--- src/rtl/uart_rx_sink.sv ---
// uart_rx_sink: 16x oversampling UART receiver for 5-8 bit frames with optional
// parity. Decoded characters and their error flags go into a show-ahead FIFO
// with a valid/ready read port, and an RTS-style output throttles the sender.
module uart_rx_sink #(
    parameter int DEPTH       = 16,
    parameter int RTS_THRESH  = 14,
    parameter int SYNC_STAGES = 2
) (
    input  logic                     clk,
    input  logic                     rst_,
    input  logic [15:0]              baud_div,
    input  logic [1:0]               data_bits,
    input  logic                     par_en,
    input  logic                     par_even,
    input  logic                     sin,
    output logic                     m_valid,
    input  logic                     m_ready,
    output logic [7:0]               m_data,
    output logic                     m_pe,
    output logic                     m_fe,
    output logic                     m_brk,
    output logic                     overrun,
    output logic                     rts_n,
    output logic [$clog2(DEPTH):0]   level,
    output logic                     rx_busy
);

    localparam int AW = $clog2(DEPTH);
    localparam int LW = AW + 1;

    typedef enum logic [2:0] {
        S_IDLE, S_START, S_DATA, S_PARITY, S_STOP, S_WAIT_IDLE
    } state_t;

    logic [SYNC_STAGES-1:0] sync_q;
    logic                   sin_s;
    logic [15:0]            cnt_q, cnt_d, div_m1;
    logic                   tick;
    state_t                 state_q, state_d;
    logic [3:0]             sc_q, sc_d;
    logic [2:0]             bidx_q, bidx_d, last_idx;
    logic [7:0]             data_q, data_d;
    logic [1:0]             cfg_bits_q, cfg_bits_d;
    logic                   cfg_pen_q, cfg_pen_d;
    logic                   cfg_peven_q, cfg_peven_d;
    logic                   par_q, par_d;
    logic                   pe_q, pe_d;
    logic                   stop_fe, stop_brk;
    logic                   push;
    logic [10:0]            push_entry;
    logic [10:0]            mem [DEPTH];
    logic [10:0]            head;
    logic [AW-1:0]          wptr_q, rptr_q;
    logic [LW-1:0]          level_q, level_d;
    logic                   full, pop, push_ok;
    logic                   overrun_q, rts_n_q;

    assign sin_s = sync_q[SYNC_STAGES-1];

    // Synchronize the asynchronous serial line; idle-high reset avoids a false start.
    always_ff @(posedge clk or negedge rst_) begin
        if (!rst_) sync_q <= '1;
        else       sync_q <= {sync_q[SYNC_STAGES-2:0], sin};
    end

    // Free-running 16x tick: reload with baud_div-1 (0 behaves as 1) when reaching 0.
    always_comb begin
        div_m1 = (baud_div == 16'd0) ? 16'd0 : baud_div - 16'd1;
        tick   = (cnt_q == 16'd0);
        cnt_d  = tick ? div_m1 : cnt_q - 16'd1;
    end

    // Tick down-counter register.
    always_ff @(posedge clk or negedge rst_) begin
        if (!rst_) cnt_q <= '0;
        else       cnt_q <= cnt_d;
    end

    assign last_idx = 3'd4 + {1'b0, cfg_bits_q};

    // Frame decoder next-state logic; samples mid-bit and builds the FIFO entry at mid-stop.
    always_comb begin
        state_d     = state_q;
        sc_d        = sc_q;
        bidx_d      = bidx_q;
        data_d      = data_q;
        cfg_bits_d  = cfg_bits_q;
        cfg_pen_d   = cfg_pen_q;
        cfg_peven_d = cfg_peven_q;
        par_d       = par_q;
        pe_d        = pe_q;
        stop_fe     = 1'b0;
        stop_brk    = 1'b0;
        push        = 1'b0;
        push_entry  = '0;
        case (state_q)
            S_IDLE: begin
                if (!sin_s) begin
                    state_d     = S_START;
                    sc_d        = 4'd0;
                    bidx_d      = 3'd0;
                    data_d      = 8'h00;
                    par_d       = 1'b0;
                    pe_d        = 1'b0;
                    cfg_bits_d  = data_bits;
                    cfg_pen_d   = par_en;
                    cfg_peven_d = par_even;
                end
            end
            S_START: begin
                if (tick) begin
                    if (sc_q == 4'd7) begin
                        if (sin_s) begin
                            state_d = S_IDLE;
                        end else begin
                            state_d = S_DATA;
                            sc_d    = 4'd0;
                        end
                    end else begin
                        sc_d = sc_q + 4'd1;
                    end
                end
            end
            S_DATA: begin
                if (tick) begin
                    sc_d = sc_q + 4'd1;
                    if (sc_q == 4'd15) begin
                        data_d[bidx_q] = sin_s;
                        if (bidx_q == last_idx) state_d = cfg_pen_q ? S_PARITY : S_STOP;
                        else                    bidx_d  = bidx_q + 3'd1;
                    end
                end
            end
            S_PARITY: begin
                if (tick) begin
                    sc_d = sc_q + 4'd1;
                    if (sc_q == 4'd15) begin
                        par_d   = sin_s;
                        pe_d    = ((^data_q) ^ sin_s) != ~cfg_peven_q;
                        state_d = S_STOP;
                    end
                end
            end
            S_STOP: begin
                if (tick) begin
                    sc_d = sc_q + 4'd1;
                    if (sc_q == 4'd15) begin
                        stop_fe    = ~sin_s;
                        stop_brk   = stop_fe && (data_q == 8'h00) && (!cfg_pen_q || !par_q);
                        push       = 1'b1;
                        push_entry = {stop_brk, stop_fe, pe_q, stop_brk ? 8'h00 : data_q};
                        state_d    = stop_fe ? S_WAIT_IDLE : S_IDLE;
                    end
                end
            end
            S_WAIT_IDLE: begin
                if (sin_s) state_d = S_IDLE;
            end
            default: state_d = S_IDLE;
        endcase
    end

    // Frame decoder state registers; reset drops any partial character.
    always_ff @(posedge clk or negedge rst_) begin
        if (!rst_) begin
            state_q     <= S_IDLE;
            sc_q        <= '0;
            bidx_q      <= '0;
            data_q      <= '0;
            cfg_bits_q  <= '0;
            cfg_pen_q   <= 1'b0;
            cfg_peven_q <= 1'b0;
            par_q       <= 1'b0;
            pe_q        <= 1'b0;
        end else begin
            state_q     <= state_d;
            sc_q        <= sc_d;
            bidx_q      <= bidx_d;
            data_q      <= data_d;
            cfg_bits_q  <= cfg_bits_d;
            cfg_pen_q   <= cfg_pen_d;
            cfg_peven_q <= cfg_peven_d;
            par_q       <= par_d;
            pe_q        <= pe_d;
        end
    end

    // FIFO control: a push into a full FIFO only lands when the head leaves that cycle.
    always_comb begin
        full    = (level_q == LW'(DEPTH));
        pop     = m_valid && m_ready;
        push_ok = push && (!full || pop);
        level_d = level_q;
        if (push_ok && !pop)      level_d = level_q + LW'(1);
        else if (!push_ok && pop) level_d = level_q - LW'(1);
    end

    // FIFO storage; contents need no reset since level gates the read side.
    always_ff @(posedge clk) begin
        if (push_ok) mem[wptr_q] <= push_entry;
    end

    // FIFO pointers, occupancy, overrun pulse and flow control.
    always_ff @(posedge clk or negedge rst_) begin
        if (!rst_) begin
            wptr_q    <= '0;
            rptr_q    <= '0;
            level_q   <= '0;
            overrun_q <= 1'b0;
            rts_n_q   <= 1'b1;
        end else begin
            if (push_ok) wptr_q <= wptr_q + AW'(1);
            if (pop)     rptr_q <= rptr_q + AW'(1);
            level_q   <= level_d;
            overrun_q <= push && full && !pop;
            rts_n_q   <= (level_d >= LW'(RTS_THRESH));
        end
    end

    assign head    = mem[rptr_q];
    assign m_valid = (level_q != '0);
    assign m_data  = m_valid ? head[7:0] : 8'h00;
    assign m_pe    = m_valid & head[8];
    assign m_fe    = m_valid & head[9];
    assign m_brk   = m_valid & head[10];
    assign overrun = overrun_q;
    assign rts_n   = rts_n_q;
    assign level   = level_q;
    assign rx_busy = (state_q != S_IDLE);

endmodule

--- config.mk ---
export PLATFORM = sky130hd
export DESIGN_NAME = uart_rx_sink
export DESIGN_NICKNAME = d
export VERILOG_FILES = /design/src/rtl/uart_rx_sink.sv
export SDC_FILE = /design/constraint.sdc
export NUM_CORES = 1
export LEC_CHECK = 0
export CAP_MARGIN = 20
export CORE_AREA = 2 2 208 210
export DETAILED_ROUTE_END_ITERATION = 12
export DIE_AREA = 0 0 210 212
export GPL_TIMING_DRIVEN = 0
export PLACE_DENSITY = 0.46
export SYNTH_ARGS = -nofsm -noshare
export SYNTH_HDL_FRONTEND = slang
export SYNTH_SLANG_ARGS = --single-unit
export TNS_END_PERCENT = 20
--- constraint.sdc ---
create_clock -name clk -period 9.6 [get_ports clk]
set_clock_uncertainty 0.2 [all_clocks]
set_input_delay 1.92 -clock clk [delete_from_list [all_inputs] [get_ports clk]]
set_output_delay 1.92 -clock clk [all_outputs]
set_load 0.02 [all_outputs]
# [After elaboration in Yosys (flattened, before gate mapping)]
# Memory sizes are Yosys's and may differ from the RTL's.
# Index checks and enable logic that the tools add are counted.
[word_totals] regBits=57 ram_bits=176 in_bits=24 out_inout_bits=20 wordCells=144 memories=1
[op_classes] add_sub_neg=9 n_lt_le_gt_ge=3 eq_ne=23 n_mux=53 bitwise_logic=6 reduce_logical=33
[mem_list] name="mem" depth=16 width=11 read_ports=1 rd_ports_with_merged_regs=0 wr=1 line="51" rtl="logic [10:0] mem [DEPTH];"
[ops] cell="2-to-1 mux 3 bit" count=17
[ops] cell="2-to-1 mux 8 bit" count=5
[ops] cell="2-to-1 mux 11 bit" count=3
[ops] cell="logical NOT 16 bit" count=2
[ops] cell="2-to-1 mux 16 bit" count=2
[ops] cell="subtractor 16 x 1 -> 16 bit (second input constant)" count=2
[ops] cell="!= test 2 bit (second input constant)" count=12
[ops] cell="case mux 3 bit (6 select lines)" count=1
[ops] cell="2-to-1 mux 4 bit" count=4
[ops] cell="case mux 8 bit (2 select lines)" count=1
[ops] cell="adder 4 x 1 -> 4 bit (second input constant)" count=3
[ops] cell="case mux 4 bit (3 select lines)" count=1
[ops] cell="2-to-1 mux 1 bit" count=11
[ops] cell="AND reduction 11 bit" count=1
[ops] cell="2-to-1 mux 5 bit" count=2
[ops] cell="logical AND 1 bit" count=9
[ops] cell="bitwise mux 8 bit" count=1
[ops] cell="logical NOT 8 bit" count=1
[ops] cell="AND reduction 4 bit" count=2
[ops] cell="XOR reduction 8 bit" count=1
[ops] cell="== test 3 x 2 -> 1 bit (second input constant)" count=2
[ops] cell="== test 3 bit (second input constant)" count=2
[ops] cell="case mux 3 bit (2 select lines)" count=1
[ops] cell="nonzero test 3 bit" count=2
[ops] cell="29 further kinds" count=39

# [Depth between registers and ports, before layout]
[depth] ltp_word=10 depth_mapped=9 ltp_nobuf=8

# [Least setup slack after synthesis]
# No wires, ideal clock.
[synth_path] path_kind="register to output" startpoint="reg rptr_q[0]" endpoint="out m_brk" arrival_time_ns=2.307 t_required_ns=7.480 slack_ns=5.173 stages_incl_launch_ff=6 path_cell_list="dfrtp_1 -> clkbuf_1 -> buf_2 -> mux4_2 -> mux4_2 -> and2_1"
[synth_between] elab_chain_len=2
[synth_lines] item="start: declaration" line="53" rtl="logic [AW-1:0] wptr_q, rptr_q;"
[synth_lines] item="start signal: assignment" line="213" rtl="if (pop) rptr_q <= rptr_q + AW'(1);"
[synth_lines] item="memory (16 x 11 bit)"
[synth_lines] item="bitwise AND 1 bit" line="225" rtl="assign m_brk = m_valid & head[10];"
[synth_lines] item="end: declaration" line="21" rtl="output logic m_brk,"
# No other way between the ends.

# [Worst setup path after layout]
[layout_path] startpoint="reg rptr_q[0]" endpoint="out m_fe"
[layout_between] elab_chain_len=2
[layout_lines] item="memory (16 x 11 bit)"
[layout_lines] item="bitwise AND 1 bit" line="224" rtl="assign m_fe = m_valid & head[9];"
[layout_lines] item="end: declaration" line="20" rtl="output logic m_fe,"
# No other way between the ends.

==> impl_metrics.py <==
metrics = {
    "clock_tree": {
        "numCtsBuffers": 27,
        "post_cts_buffers": 0,
        "cts_hold_buf": 0,
        "cts_root_buf": "clkbuf_16",
        "clk_path_buf_depth": 3,
        "worstSkewPairLatency_ps": 550,
        "clkTransAtPathRegs_ps": 60,
        "htreeDepth": 1,
        "cts_tree": "done",
        "cts_resized": 0,
        "cts.sinks": 233,
    },
    "layout": {
        "areaGrowthSynthToFinish_pct": 20.2,
        "nNetsFinal": 808,
        "final_cell_count_no_fill": 1334,
        "final_cell_area_sq_um": 12600,
        "drive_gt1_share_pct": 19.0,
        "n_fill_cell": 4237,
        "insertedDiodeCount": 0,
    },
    "synth": {
        "synth_cells": 683,
        "synth_mux_area_share_pct": 12.7,
        "synth_top_area_share_pct": 50.3,
        "synthXorXnorAreaFrac_pct": 3.42,
        "yosysMostFrequentCell": "edfxtp_1",
        "synth_compound_area_share_pct": 5.89,
        "synth-adder-area-share_pct": 2.11,
        "syn_avg_cell_area_sq_um": 15.4,
        "async_flop_share_pct": 24.5,
        "synth_top_family_by_area": "multiplexers",
        "yosys.area_share.simple_pct": 9.88,
        "netlist.top_cell.by_area": "edfxtp_1",
        "ys_top_cells_by_count": "edfxtp_1 (176), mux4_2 (55), dfrtp_1 (54), nor2_1 (46), nand2_1 (35)",
        "ys_seq_area_share_pct": 63.9,
        "synth_edf_count": 176,
        "ys_ff_latch": 233,
        "syn_nets": 723,
        "synth_warnings": 0,
        "netlist_area_sq_um": 10500,
        "synth_cell_types": 71,
        "synthTopCellsByArea": "edfxtp_1 (50%), dfrtp_1 (13%), mux4_2 (12%)",
        "synth-main-ff-cell": "edfxtp_1",
    },
    "run_status": {
        "status": "completed",
    },
    "global_routing": {
        "grt_pass1_vias": 6375,
        "grt_max_degree": 58,
        "grt_pass1_wl_mm": 38.7,
        "met3_usage_pct": 1.80,
        "grt_use_met2_pct": 18.0,
        "globalRouteMet1Util_pct": 16.4,
        "antenna_found_initial": 1,
        "grt-ovfl-total": 0,
        "grtUsageTotal_pct": 11.4,
        "busiest_layer": "met2",
    },
    "setup_path": {
        "critPathMaxFanout": 10,
        "end_kind": "output port",
        "cp.arrival_ps": 3940,
        "rrSetupSlack_ps": 5960,
        "start_kind": "flip-flop",
        "timing.critical_path.required_ps": 7480,
        "crit_type": "flip-flop to output port",
    },
    "sta": {
        "hold_viol_final": 0,
        "period_needed_ps": 6060,
        "timing.hold.ws_ps": 156,
        "fmax_ghz": 0.165,
        "slew_violations": 0,
        "tightest_slew_ps": 988,
        "slew_headroom_pct": 34.1,
        "setup_viol": 0,
        "rsz0062_at_grt": "false",
        "setup_slack_ps": 3540,
        "totalNegativeSetupSlack_ps": 0,
        "post-route-period-util_pct": 63.1,
    },
    "flow_run": {
        "drv_cap": 0,
    },
    "detailed_routing": {
        "via_count": 6068,
        "postRouteAntennaNets": 0,
        "routed_wl_mm": 24.6,
        "first_pass_iters": 5,
        "drt_iter0_drc": 379,
        "wl_per_cell_um": 18.4,
        "post-route-drc-count": 0,
        "via_per_inst": 4.55,
    },
    "die": {
        "num_rows": 76,
        "pin_count": 44,
        "core_sq_um": 42500,
        "die_x_um": 210,
        "dieArea_sq_um": 44500,
        "initial_utilization_pct": 24.7,
        "die-height_um": 212,
    },
    "placement": {
        "dp_slack_ps": 4010,
        "dpl_cell_area_sq_um": 11800,
        "gp_congestion": 0.761,
        "dpl.cell_count": 1285,
        "io_buffers": 42,
        "post-dp-hpwl_mm": 17.2,
    },
    "min_path": {
        "min_path_type": "flip-flop to flip-flop",
    },
    "pwr": {
        "ir_worst_vdd_mv": 0.132,
        "power_density_nw_per_um2": 200,
        "p_leak_nw": 4.61,
    },
}
-- worst paths after layout --
path,start,to,cells past startpoint
max in group asynchronous,rst_,data_q[6],1
hold / removal,sync_q[0],sync_q[1],0
setup / recovery,rptr_q[0],m_fe,6
hold reg to reg,sync_q[0],sync_q[1],0
setup reg to reg,cnt_q[0],mem[7][5],10
min in group asynchronous,rst_,cnt_q[0],1
-- cell families after synthesis --
| logic type | Yosys count |
|---|---|
| buf+inv | 52 |
| simple gates | 184 |
| mux | 64 |
| compound gates | 91 |
| xor+xnor | 41 |
| flops | 233 |
| fa+ha+maj | 18 |
-- placed cells by master (no fill, tap or decap), types with 9 or more instances in the layout --
cell type	synthesis	layout
edfxtp_1	176	176
mux4_2	55	55
dfrtp_1	54	54
nor2_1	46	45
clkdlybuf4s50_1	0	41
nand2_1	35	35
xnor2_1	32	32
o21ai_0	27	27
clkbuf_16	0	27
clkbuf_1	21	25
inv_1	21	21
and2_1	20	20
ha_1	16	16
nor3_1	18	14
o22ai_1	14	14
a21oi_1	13	13
buf_6	2	9
xor2_1	9	9
nand2b_1	9	9
-- where the power goes --
group,internal [mW],switching [mW]
combinational,0.171,0.237
clock,0.574,0.419
sequential,1.09,0.0252
-- flip-flops by register name (all words and copies together) (netlist names) --
register,count
bidx_q,3
cfg_bits_q,2
mem,176
sync_q,2
level,5
par_q,1
cnt_q,16
rts_n,1
pe_q,1
state_q,3
overrun,1
cfg_pen_q,1
cfg_peven_q,1
wptr_q,4
rptr_q,4
data_q,8
sc_q,4
-- per-layer routing --
layer | part of all wire [%] | wire length, um
met1 | 49 | 12000
met2 | 46 | 11200
met3 | 3.7 | 922
met4 | 1.7 | 426
met5 | 0.053 | 13
-- cell type report --
class / count / area [sq um] / area share, %
inverters: 22 / 82.6 / 0.654
multi-input cells: 398 / 3590 / 28.5
repair buffers: 56 / 557 / 4.41
flip-flops and latches: 233 / 6720 / 53.2
well taps: 546 / 683 / 5.41
clock inverters: 18 / 164 / 1.30
clock buffers: 31 / 691 / 5.47
plain buffers: 30 / 134 / 1.06
-- metrics by stage --
step	power (mW)	util [%]
floorplan	1.41	-
global placement	1.56	27.3
detailed placement	1.56	27.7
CTS	2.56	29.7
global route	2.64	29.7
finish	2.52	29.7
-- worst max-delay path, cell delays in order, from the launching register on --
cell and delay, ps:
dfrtp_1 340, clkbuf_1 670, buf_2 540, mux4_2 620, mux4_2 480, and2_1 190, clkdlybuf4s50_1 540
No activity file was read; power rests on OpenSTA's default activity.
